$ cat config.mk
export PLATFORM = sky130hd
export DESIGN_NAME = sine_lut_arbiter_flat
export DESIGN_NICKNAME = d
export VERILOG_FILES = /design/src/rtl/sine_lut_arbiter_if.sv /design/src/rtl/sine_lut_arbiter.sv /design/src/flat_wrapper.sv
export SDC_FILE = /design/constraint.sdc
export NUM_CORES = 1
export LEC_CHECK = 0
export BUFFER_PORTS_ARGS = -buffer_cell sky130_fd_sc_hd__buf_2
export CORE_MARGIN = 1
export CORE_UTILIZATION = 45
export CTS_BUF_LIST = sky130_fd_sc_hd__clkbuf_8 sky130_fd_sc_hd__clkbuf_16
export CTS_CLUSTER_SIZE = 10
export DETAILED_ROUTE_END_ITERATION = 8
export GPL_ROUTABILITY_DRIVEN = 0
export PLACE_DENSITY = 0.72
export SETUP_SLACK_MARGIN = 0.4
export SLEW_MARGIN = 20
export SYNTH_ARGS = -nofsm -noshare
export SYNTH_HDL_FRONTEND = slang
export SYNTH_SLANG_ARGS = --single-unit
$ cat constraint.sdc
create_clock -name clk -period 4.9 [get_ports clk]
set_clock_uncertainty 0.1 [all_clocks]
set_input_delay 0.49 -clock clk [delete_from_list [all_inputs] [get_ports clk]]
set_output_delay 0.49 -clock clk [all_outputs]
set_load 0.05 [all_outputs]
$ cat src/rtl/sine_lut_arbiter_if.sv
// ---------------------------------------------------------------------------
// sine_lut_arbiter_if
//
// Requester-side bus of the shared sine lookup arbiter. One set of lanes per
// requester plus the shared response bus.
//
//   req_valid  [NREQ]    requester i holds a lookup request
//   req_phase  [8*NREQ]  phase of requester i in bits [8i+7:8i]
//   req_cos    [NREQ]    requester i wants cosine (honoured only when the
//                        arbiter is built with SINE_ARB_COS_EN)
//   req_ready  [NREQ]    one-hot or zero grant
//   resp_valid [NREQ]    one-hot, one-cycle response strobe
//   resp_data  [8]       looked-up sine value
//
// Modports: master = requester side, slave = arbiter side.
// ---------------------------------------------------------------------------
interface sine_lut_arbiter_if #(
    parameter int NREQ = 4
);
    logic [NREQ-1:0]   req_valid;
    logic [8*NREQ-1:0] req_phase;
    logic [NREQ-1:0]   req_cos;
    logic [NREQ-1:0]   req_ready;
    logic [NREQ-1:0]   resp_valid;
    logic [7:0]        resp_data;

    modport master (
        output req_valid, req_phase, req_cos,
        input  req_ready, resp_valid, resp_data
    );

    modport slave (
        input  req_valid, req_phase, req_cos,
        output req_ready, resp_valid, resp_data
    );
endinterface

$ cat src/rtl/sine_lut_arbiter.sv
// ---------------------------------------------------------------------------
// sine_lut_arbiter
//
// Round-robin arbiter sharing one registered 256-entry sine table among NREQ
// requesters (legal range 2..8). One lookup is accepted per clock. The
// accepted phase is registered onto lut_lookup, and a requester tag follows
// the lookup through two stages. The table output is then returned on the
// shared resp_data bus with a one-hot resp_valid strobe. The response appears
// two cycles after acceptance.
//
// Ports:
//   clk         system clock, rising edge
//   rst         asynchronous, active-high reset
//   bus         sine_lut_arbiter_if.slave (request/grant/response lanes)
//   lut_lookup  registered phase driven to the sine table
//   lut_sine    sine table output (registered inside the table)
//
// Build option:
//   SINE_ARB_COS_EN  when defined, an accepted request with req_cos set
//                    looks up phase+64 (mod 256), which gives cosine. When
//                    undefined, req_cos is ignored and no adder is built.
// ---------------------------------------------------------------------------
module sine_lut_arbiter #(
    parameter int NREQ = 4
) (
    input  logic                clk,
    input  logic                rst,
    sine_lut_arbiter_if.slave   bus,
    output logic [7:0]          lut_lookup,
    input  logic [7:0]          lut_sine
);
    localparam int IDW = $clog2(NREQ);

    // Round-robin pointer: index of the most recent grant.
    logic [IDW-1:0]  ptr;

    logic [NREQ-1:0] grant;
    logic            grant_any;
    logic [IDW-1:0]  grant_id;
    logic [7:0]      grant_phase;
    logic [7:0]      lookup_next;
`ifdef SINE_ARB_COS_EN
    logic            grant_cos;
`else
    // req_cos has no function in this build.
    logic            cos_unused;
    assign cos_unused = ^bus.req_cos;
`endif

    // Tags of the in-flight lookups: stage 1 lines up with lut_lookup,
    // stage 2 lines up with the table output.
    logic            s1_valid;
    logic [IDW-1:0]  s1_id;
    logic            s2_valid;
    logic [IDW-1:0]  s2_id;

    logic [NREQ-1:0] resp_valid_q;
    logic [7:0]      resp_data_q;

    // -----------------------------------------------------------------------
    // Arbitration. Search starts one past the last grant and wraps, so the
    // last winner has the lowest priority. The result is purely combinational
    // from req_valid and ptr, so it is valid during reset too.
    // -----------------------------------------------------------------------
    // NOTE: every signal written here gets a default first; a missing
    // default on any path would infer a latch.
    always_comb begin
        grant       = '0;
        grant_any   = 1'b0;
        grant_id    = '0;
        grant_phase = '0;
`ifdef SINE_ARB_COS_EN
        grant_cos   = 1'b0;
`endif
        for (int k = 1; k <= NREQ; k++) begin
            int idx;
            idx = int'(ptr) + k;
            if (idx >= NREQ) begin
                idx = idx - NREQ;
            end
            if (!grant_any && bus.req_valid[idx]) begin
                grant_any   = 1'b1;
                grant[idx]  = 1'b1;
                grant_id    = IDW'(idx);
                grant_phase = bus.req_phase[idx*8 +: 8];
`ifdef SINE_ARB_COS_EN
                grant_cos   = bus.req_cos[idx];
`endif
            end
        end
    end

    assign bus.req_ready = grant;

    // A quarter turn of phase (64 of 256) turns sine into cosine; wrap is
    // silent modulo 256.
`ifdef SINE_ARB_COS_EN
    assign lookup_next = grant_cos ? (grant_phase + 8'd64) : grant_phase;
`else
    assign lookup_next = grant_phase;
`endif

    // -----------------------------------------------------------------------
    // Lookup register, tag pipeline and response register.
    // -----------------------------------------------------------------------
    // NOTE: clocked state uses non-blocking assignments only, so every
    // right-hand side sees the pre-edge value (the tag pipeline relies on it).
    always_ff @(posedge clk or posedge rst) begin
        if (rst) begin
            ptr          <= IDW'(NREQ - 1);
            lut_lookup   <= '0;
            s1_valid     <= 1'b0;
            s1_id        <= '0;
            s2_valid     <= 1'b0;
            s2_id        <= '0;
            resp_valid_q <= '0;
            resp_data_q  <= '0;
        end else begin
            // lut_lookup holds through idle cycles; only the tag says
            // whether the table output is meaningful.
            if (grant_any) begin
                lut_lookup <= lookup_next;
                ptr        <= grant_id;
            end

            s1_valid <= grant_any;
            s1_id    <= grant_id;
            s2_valid <= s1_valid;
            s2_id    <= s1_id;

            // NOTE: the table's own output register is never reset, so right
            // after reset lut_sine may be stale; the cleared tags keep that
            // stale value from ever being strobed.
            resp_data_q  <= lut_sine;
            resp_valid_q <= s2_valid ? (NREQ'(1) << s2_id) : '0;
        end
    end

    assign bus.resp_valid = resp_valid_q;
    assign bus.resp_data  = resp_data_q;

    // -----------------------------------------------------------------------
    // Protocol properties (simulation only; ignored by synthesis).
    // -----------------------------------------------------------------------
    a_grant_onehot0 : assert property (
        @(posedge clk) disable iff (rst) $onehot0(bus.req_ready)
    );

    a_resp_onehot0 : assert property (
        @(posedge clk) disable iff (rst) $onehot0(bus.resp_valid)
    );

    a_grant_only_valid : assert property (
        @(posedge clk) disable iff (rst) ((bus.req_ready & ~bus.req_valid) == '0)
    );

    // A requester left waiting must keep its phase while it keeps asking.
    for (genvar i = 0; i < NREQ; i++) begin : g_req_prop
        a_phase_hold : assert property (
            @(posedge clk) disable iff (rst)
            (bus.req_valid[i] && !bus.req_ready[i]) |=>
                (!bus.req_valid[i] || $stable(bus.req_phase[i*8 +: 8]))
        );
    end

endmodule
$ cat src/flat_wrapper.sv
// flat-port wrapper written by rule: the top's interface ports become plain ports
module sine_lut_arbiter_flat 
#(
    parameter int NREQ = 4
)
  (clk, rst, lut_lookup, lut_sine, bus_req_valid, bus_req_phase, bus_req_cos, bus_req_ready, bus_resp_valid, bus_resp_data);
  sine_lut_arbiter_if #(.NREQ(NREQ)) bus_i ();
  input  logic clk;
  input  logic rst;
  output logic [7:0] lut_lookup;
  input  logic [7:0] lut_sine;
  input wire logic [$bits(bus_i.req_valid)-1:0] bus_req_valid;
  input wire logic [$bits(bus_i.req_phase)-1:0] bus_req_phase;
  input wire logic [$bits(bus_i.req_cos)-1:0] bus_req_cos;
  output wire logic [$bits(bus_i.req_ready)-1:0] bus_req_ready;
  output wire logic [$bits(bus_i.resp_valid)-1:0] bus_resp_valid;
  output wire logic [$bits(bus_i.resp_data)-1:0] bus_resp_data;
  assign bus_i.req_valid = bus_req_valid;
  assign bus_i.req_phase = bus_req_phase;
  assign bus_i.req_cos = bus_req_cos;
  assign bus_req_ready = bus_i.req_ready;
  assign bus_resp_valid = bus_i.resp_valid;
  assign bus_resp_data = bus_i.resp_data;
  sine_lut_arbiter #(.NREQ(NREQ)) u_core (.clk(clk), .rst(rst), .bus(bus_i), .lut_lookup(lut_lookup), .lut_sine(lut_sine));
endmodule
==> results.json, run 1 <==
{
  "diodes": 0,
  "powerDensity_mw_per_mm2": 791.6,
  "rsz0062_at_grt": "no",
  "cts.reportedPaths.clkPinSlew_ns": 0.10,
  "hp-class": "primary input to async pin",
  "synth_seq_cells": 28,
  "grt_use_met3_pct": 3.155,
  "post_cts.repair.setup_buffers": 0,
  "r2r_start": "u_core.ptr[0]",
  "synth_edf_count": 0,
  "ios": 74,
  "syn_area_mm2": 0.002301,
  "finalHoldViolCount": 0,
  "port_buffers": 69,
  "grt_first_pass_wirelength_um": 8804,
  "area.growth.synth_to_final_pct": 19.96,
  "status": "complete, no violations",
  "cap_violations": 0,
  "async_flop_share_pct": 100.0,
  "worstMarginPinSlew_ns": 0.9639,
  "ant_nets": 0,
  "reg2reg_to": "u_core.lut_lookup[7]",
  "syn_inst": 191,
  "relSlewSlack_pct": 35.34,
  "firstDrtPassIters": 4,
  "use_met1_pct": 28.70,
  "nets": 311,
  "viasPerCell": 6.179,
  "p_sw_mw": 1.079,
  "grt_overflow_total": 0,
  "drcViolationCount": 0,
  "start_util_pct": 47.77,
  "fin_tns_setup_ns": 0,
  "path_class": "flip-flop to output port",
  "route.detailed.wl_per_inst_um": 16.84,
  "regToRegSetupSlack_ns": 1.30,
  "layout_commonest_cell": "buf_2",
  "timing.hold.ws_ns": 0.2003,
  "ys.flop_type": "dfrtp_1",
  "clockPowerShare_pct": 8.5,
  "syn_avg_cell_area_um2": 12.05,
  "end_kind": "output port",
  "hold_buffers": 0,
  "grt_max_degree": 29,
  "cts-root-buf": "clkbuf_8",
  "crit_path_max_fanout": 25,
  "p_total_mw": 2.185,
  "setup_viol": 0,
  "cell_internal_pwr_mw": 1.106,
  "crit_arrival_ns": 3.59,
  "drive_gt1_share_pct": 48.02,
  "place_hpwl_um": 3779,
  "cts_tree": "built",
  "critPathRequiredTime_ns": 4.31,
  "layout_common_cells": "buf_2 (69), dfrtp_1 (26), mux4_2 (25)",
  "report.final.slew_viol_count": 0,
  "die_w_um": 73.51,
  "mappedNetlistNets": 249,
  "fin_ws_ns": 0.7250,
  "start_kind": "flip-flop",
  "antenna_found_initial": 0,
  "num_rows": 25,
  "yosysSeqAreaShare_pct": 30.56,
  "place_ws_ns": 0.8195,
  "drt_iter0_drc": 124,
  "htreeDepth": 1,
  "ir_drop_uv": 344.3,
  "netSwitchingFraction_pct": 49.37,
  "fin_util_pct": 57.30,
  "wl_um": 5372,
  "vias": 1971,
  "yosysUniqueCellTypes": 39,
  "grt_pass1_vias": 1863,
  "fp.dieH_um": 73.51,
  "reg2reg_depth": 6,
  "cts.sink_count": 28,
  "busiest_layer": "met2",
  "grt_use_met2_pct": 34.86,
  "clk_path_buf_depth": 2,
  "cts_made_buffers": 3,
  "fin_crit_sh_pct": 85.20,
  "dieArea_mm2": 0.005403,
  "grtUsageTotal_pct": 20.93,
  "ys_warn_count": 0,
  "min_period_ns": 4.175,
  "clk_latency_ns": 0.27,
  "core_region_area_mm2": 0.004817,
  "timing.fmax_ghz": 0.2395,
  "p_leak_nw": 1.230,
  "power_frac_seq_pct": 18.9,
  "combPwrFrac_pct": 72.7
}
[cell families after synthesis]
group | Yosys count | synth area share (%)
AOI/OAI and AO/OA | 52 | 16.53
muxes | 51 | 37.36
and+or+nand+nor | 34 | 7.776
DFF | 28 | 30.56
buffers and inverters | 18 | 3.426
adders and majority gates | 8 | 4.350
[cell type report]
cell class              instances  area (um2)
clock inverters                 1       30.03
inverters                       3       11.26
repair buffers                 72       367.9
clock buffers                   3       41.29
flip-flops and latches         28       706.9
fillers                       428        2057
well taps                      67       83.83
multi-input cells             145        1519
[metal layers]
| layer | up-vias | share of wire, % |
|---|---|---|
| met3 | 6 | 5.1 |
| met1 | 988 | 43 |
| met2 | 85 | 51 |
| met5 | - | 0 |
| li1 | 892 | - |
| met4 | 0 | 0.97 |
[cell usage after synthesis (4+ instances only)]
cell / number / area share, %
a211o_1: 6 / 2.3
a22oi_1: 16 / 5.2
buf_1: 4 / 0.65
clkbuf_1: 7 / 1.1
dfrtp_1: 26 / 28
ha_1: 8 / 4.4
mux2_2: 16 / 7.8
mux2i_1: 9 / 3.9
mux4_2: 25 / 24
nand2_1: 4 / 0.65
nor2_1: 14 / 2.3
o21ai_0: 7 / 1.5
o2bb2ai_1: 4 / 1.5
[worst max-delay path by stage]
stage,startpoint,endpoint,cells after the start
2_1_floorplan,u_core.ptr[0],bus_req_ready[0],9
3_3_place_gp,u_core.ptr[0],bus_req_ready[2],7
3_5_place_dp,u_core.ptr[0],bus_req_ready[2],7
4_1_cts,u_core.ptr[0],bus_req_ready[2],7
5_1_grt,u_core.ptr[0],bus_req_ready[1],7
6_report,u_core.ptr[0],bus_req_ready[2],7
[sequential cells by signal (all words and copies together), names as in the netlist]
name / count
u_core.bus.resp_data: 8
u_core.bus.resp_valid: 4
u_core.lut_lookup: 8
u_core.ptr: 2
u_core.s1_id: 2
u_core.s1_valid: 1
u_core.s2_id: 2
u_core.s2_valid: 1
[stage by stage]
stage | cell area (um2) | cells
after floorplan | 2301 | 191
after global placement | 2685 | 315
after detailed placement | 2685 | 315
after CTS | 2756 | 319
after global routing | 2760 | 319
final | 2760 | 319
[power groups by stage]
stage                     registers [mW]  clock network (mW)  logic, mW
final                              0.413               0.185       1.59
after global routing               0.428               0.197       1.71
after CTS                          0.410               0.185       1.59
after detailed placement           0.415                   0       1.58
after global placement             0.410                   0       1.56
after floorplan                    0.554                   0       1.15
[critical path, cell delays in order, from the launching register on]
cell and delay [ns]:
dfstp_4 0.85, inv_1 0.18, ha_1 0.66, mux4_2 0.59, nor4b_2 0.51, a22oi_1 0.12
o21ai_0 0.10, buf_2 0.28
[repair_timing]
| item | 4_1_cts | 5_1_grt |
|---|---|---|
| endpoints found under the hold margin | 0 | 0 |
| endpoints found under the setup margin | 0 | 4 |
| resized for setup | 0 | 1 |
Power figures use the tool's default switching activity.
==> run 2, diff against run 1 <==
clock period = 4.37 ns   (was 4.9 ns; I/O delays follow)
==> results.json, run 2 (same netlist as run 1, synthesis figures left out) <==
{
  "status": "complete, no violations",
  "clk_path_buf_depth": 2,
  "fp.dieH_um": 73.51,
  "dieArea_mm2": 0.005403,
  "design_area_mm2": 0.002760,
  "cts_made_buffers": 3,
  "drive_gt1_share_pct": 48.41,
  "ant_nets": 0,
  "place_hpwl_um": 3764,
  "endpoint": "bus_req_ready[1]",
  "grtUsageTotal_pct": 20.46,
  "hp-class": "primary input to async pin",
  "r2r_start": "u_core.ptr[1]",
  "report.final.slew_viol_count": 0,
  "relSlewSlack_pct": 55.41,
  "setup_viol": 0,
  "cp-startpoint": "u_core.ptr[1]",
  "wl_um": 5178,
  "regToRegSetupSlack_ns": 1.15,
  "rsz0062_at_grt": "no",
  "cts.sink_count": 28,
  "num_rows": 25,
  "diodes": 0,
  "post_cts.repair.setup_buffers": 0,
  "start_util_pct": 47.77,
  "firstDrtPassIters": 4,
  "cts-root-buf": "clkbuf_8",
  "layout_commonest_cell": "buf_2",
  "htreeDepth": 1,
  "grt_max_degree": 52,
  "start_kind": "flip-flop",
  "port_buffers": 69,
  "grt_pass1_vias": 1753,
  "route.detailed.wl_per_inst_um": 16.23,
  "nFillCells": 436,
  "path_class": "flip-flop to output port",
  "cap_violations": 0,
  "reg2reg_to": "u_core.lut_lookup[6]",
  "viasPerCell": 6.088,
  "critPathRequiredTime_ns": 3.83,
  "finalHoldViolCount": 0,
  "die_w_um": 73.51,
  "fin_crit_sh_pct": 85.66,
  "crit_path_max_fanout": 22,
  "post_dp_cell_area_mm2": 0.002685,
  "crit_arrival_ns": 3.21,
  "grt_first_pass_wirelength_um": 8514,
  "reg2reg_depth": 6,
  "powerDensity_mw_per_mm2": 885.5,
  "placedCellCount": 315,
  "fin_tns_setup_ns": 0,
  "core_region_area_mm2": 0.004817,
  "nets": 311,
  "worstMarginPinSlew_ns": 0.6664,
  "vias": 1942,
  "grt_overflow_total": 0,
  "layout_common_cells": "buf_2 (69), dfrtp_1 (26), mux4_2 (25)",
  "antenna_found_initial": 0,
  "p_leak_nw": 1.233,
  "drt_iter0_drc": 101,
  "area.growth.synth_to_final_pct": 19.96,
  "clk_latency_ns": 0.27,
  "place_ws_ns": 0.9559,
  "fin_ws_ns": 0.6268,
  "timing.fmax_ghz": 0.2672,
  "cts.reportedPaths.clkPinSlew_ns": 0.10,
  "ir_drop_uv": 385.3,
  "end_kind": "output port",
  "ios": 74,
  "cts_tree": "built",
  "min_period_ns": 3.743,
  "final_cells": 319,
  "drcViolationCount": 0
}
run 2: changes by cell type in the layout (fill, tap and decap cells not counted):
cell      before  now
buf_4          3    2
buf_6          0    1
clkinv_1       1    0
dfstp_2        1    2
dfstp_4        1    0
inv_2          0    1
o21ai_0        7    3
o21ai_1        0    4
run 2: cell type report:
type	instances	area [um2]	area share (%)
well taps	67	83.83	3.037
clock inverters	1	30.03	1.088
flip-flops and latches	28	703.2	25.48
repair buffers	72	371.6	13.46
inverters	3	11.26	0.4080
clock buffers	3	41.29	1.496
multi-input cells	145	1519	55.03
run 2: worst min-delay path by stage:
| stage | endpoint | start | cells past startpoint |
|---|---|---|---|
| floorplan | u_core.s2_id[0] | u_core.s1_id[0] | 0 |
| global placement | u_core.s2_id[0] | u_core.s1_id[0] | 0 |
| detailed placement | u_core.s2_id[0] | u_core.s1_id[0] | 0 |
| CTS | u_core.bus.resp_data[6] | lut_sine[6] | 1 |
| global route | u_core.bus.resp_data[5] | lut_sine[5] | 1 |
| finish | u_core.bus.resp_data[6] | rst | 2 |
run 2: repair_timing:
item,4_1_cts,5_1_grt
endpoints found under the setup margin,0,1
hold endpoints to repair,0,0
gates resized for setup,0,1
hold buffers,0,0
run 2: through the flow:
stage	utilization (%)	hold WS, ns	total power, mW
detailed placement	55.74	0.2435	2.246
floorplan	-	0.2312	1.915
global placement	55.74	0.2317	2.214
CTS	57.22	0.1595	2.453
finish	57.30	0.1002	2.444
global route	57.30	0.1520	2.630
run 2: critical path, cell delays in order (launching register included):
cell and delay (ns):
dfstp_2 0.54, inv_1 0.12, ha_1 0.67, mux4_2 0.60, nor4b_2 0.50, a22oi_1 0.13, o21ai_1 0.10, buf_2 0.27
run 2: where the power goes:
group / switching (mW) / internal (mW)
Sequential: 0.0441 / 0.366
Clock: 0.0822 / 0.123
Combinational: 1.08 / 0.753
run 2: routing by layer:
metal / up-vias / wire [um] / GRT usage, %
li1: 899 / - / -
met1: 969 / 2283 / 30.22
met2: 70 / 2612 / 32.31
met3: 4 / 218 / 1.509
met4: 0 / 63 / 5.983
met5: - / 0 / 0
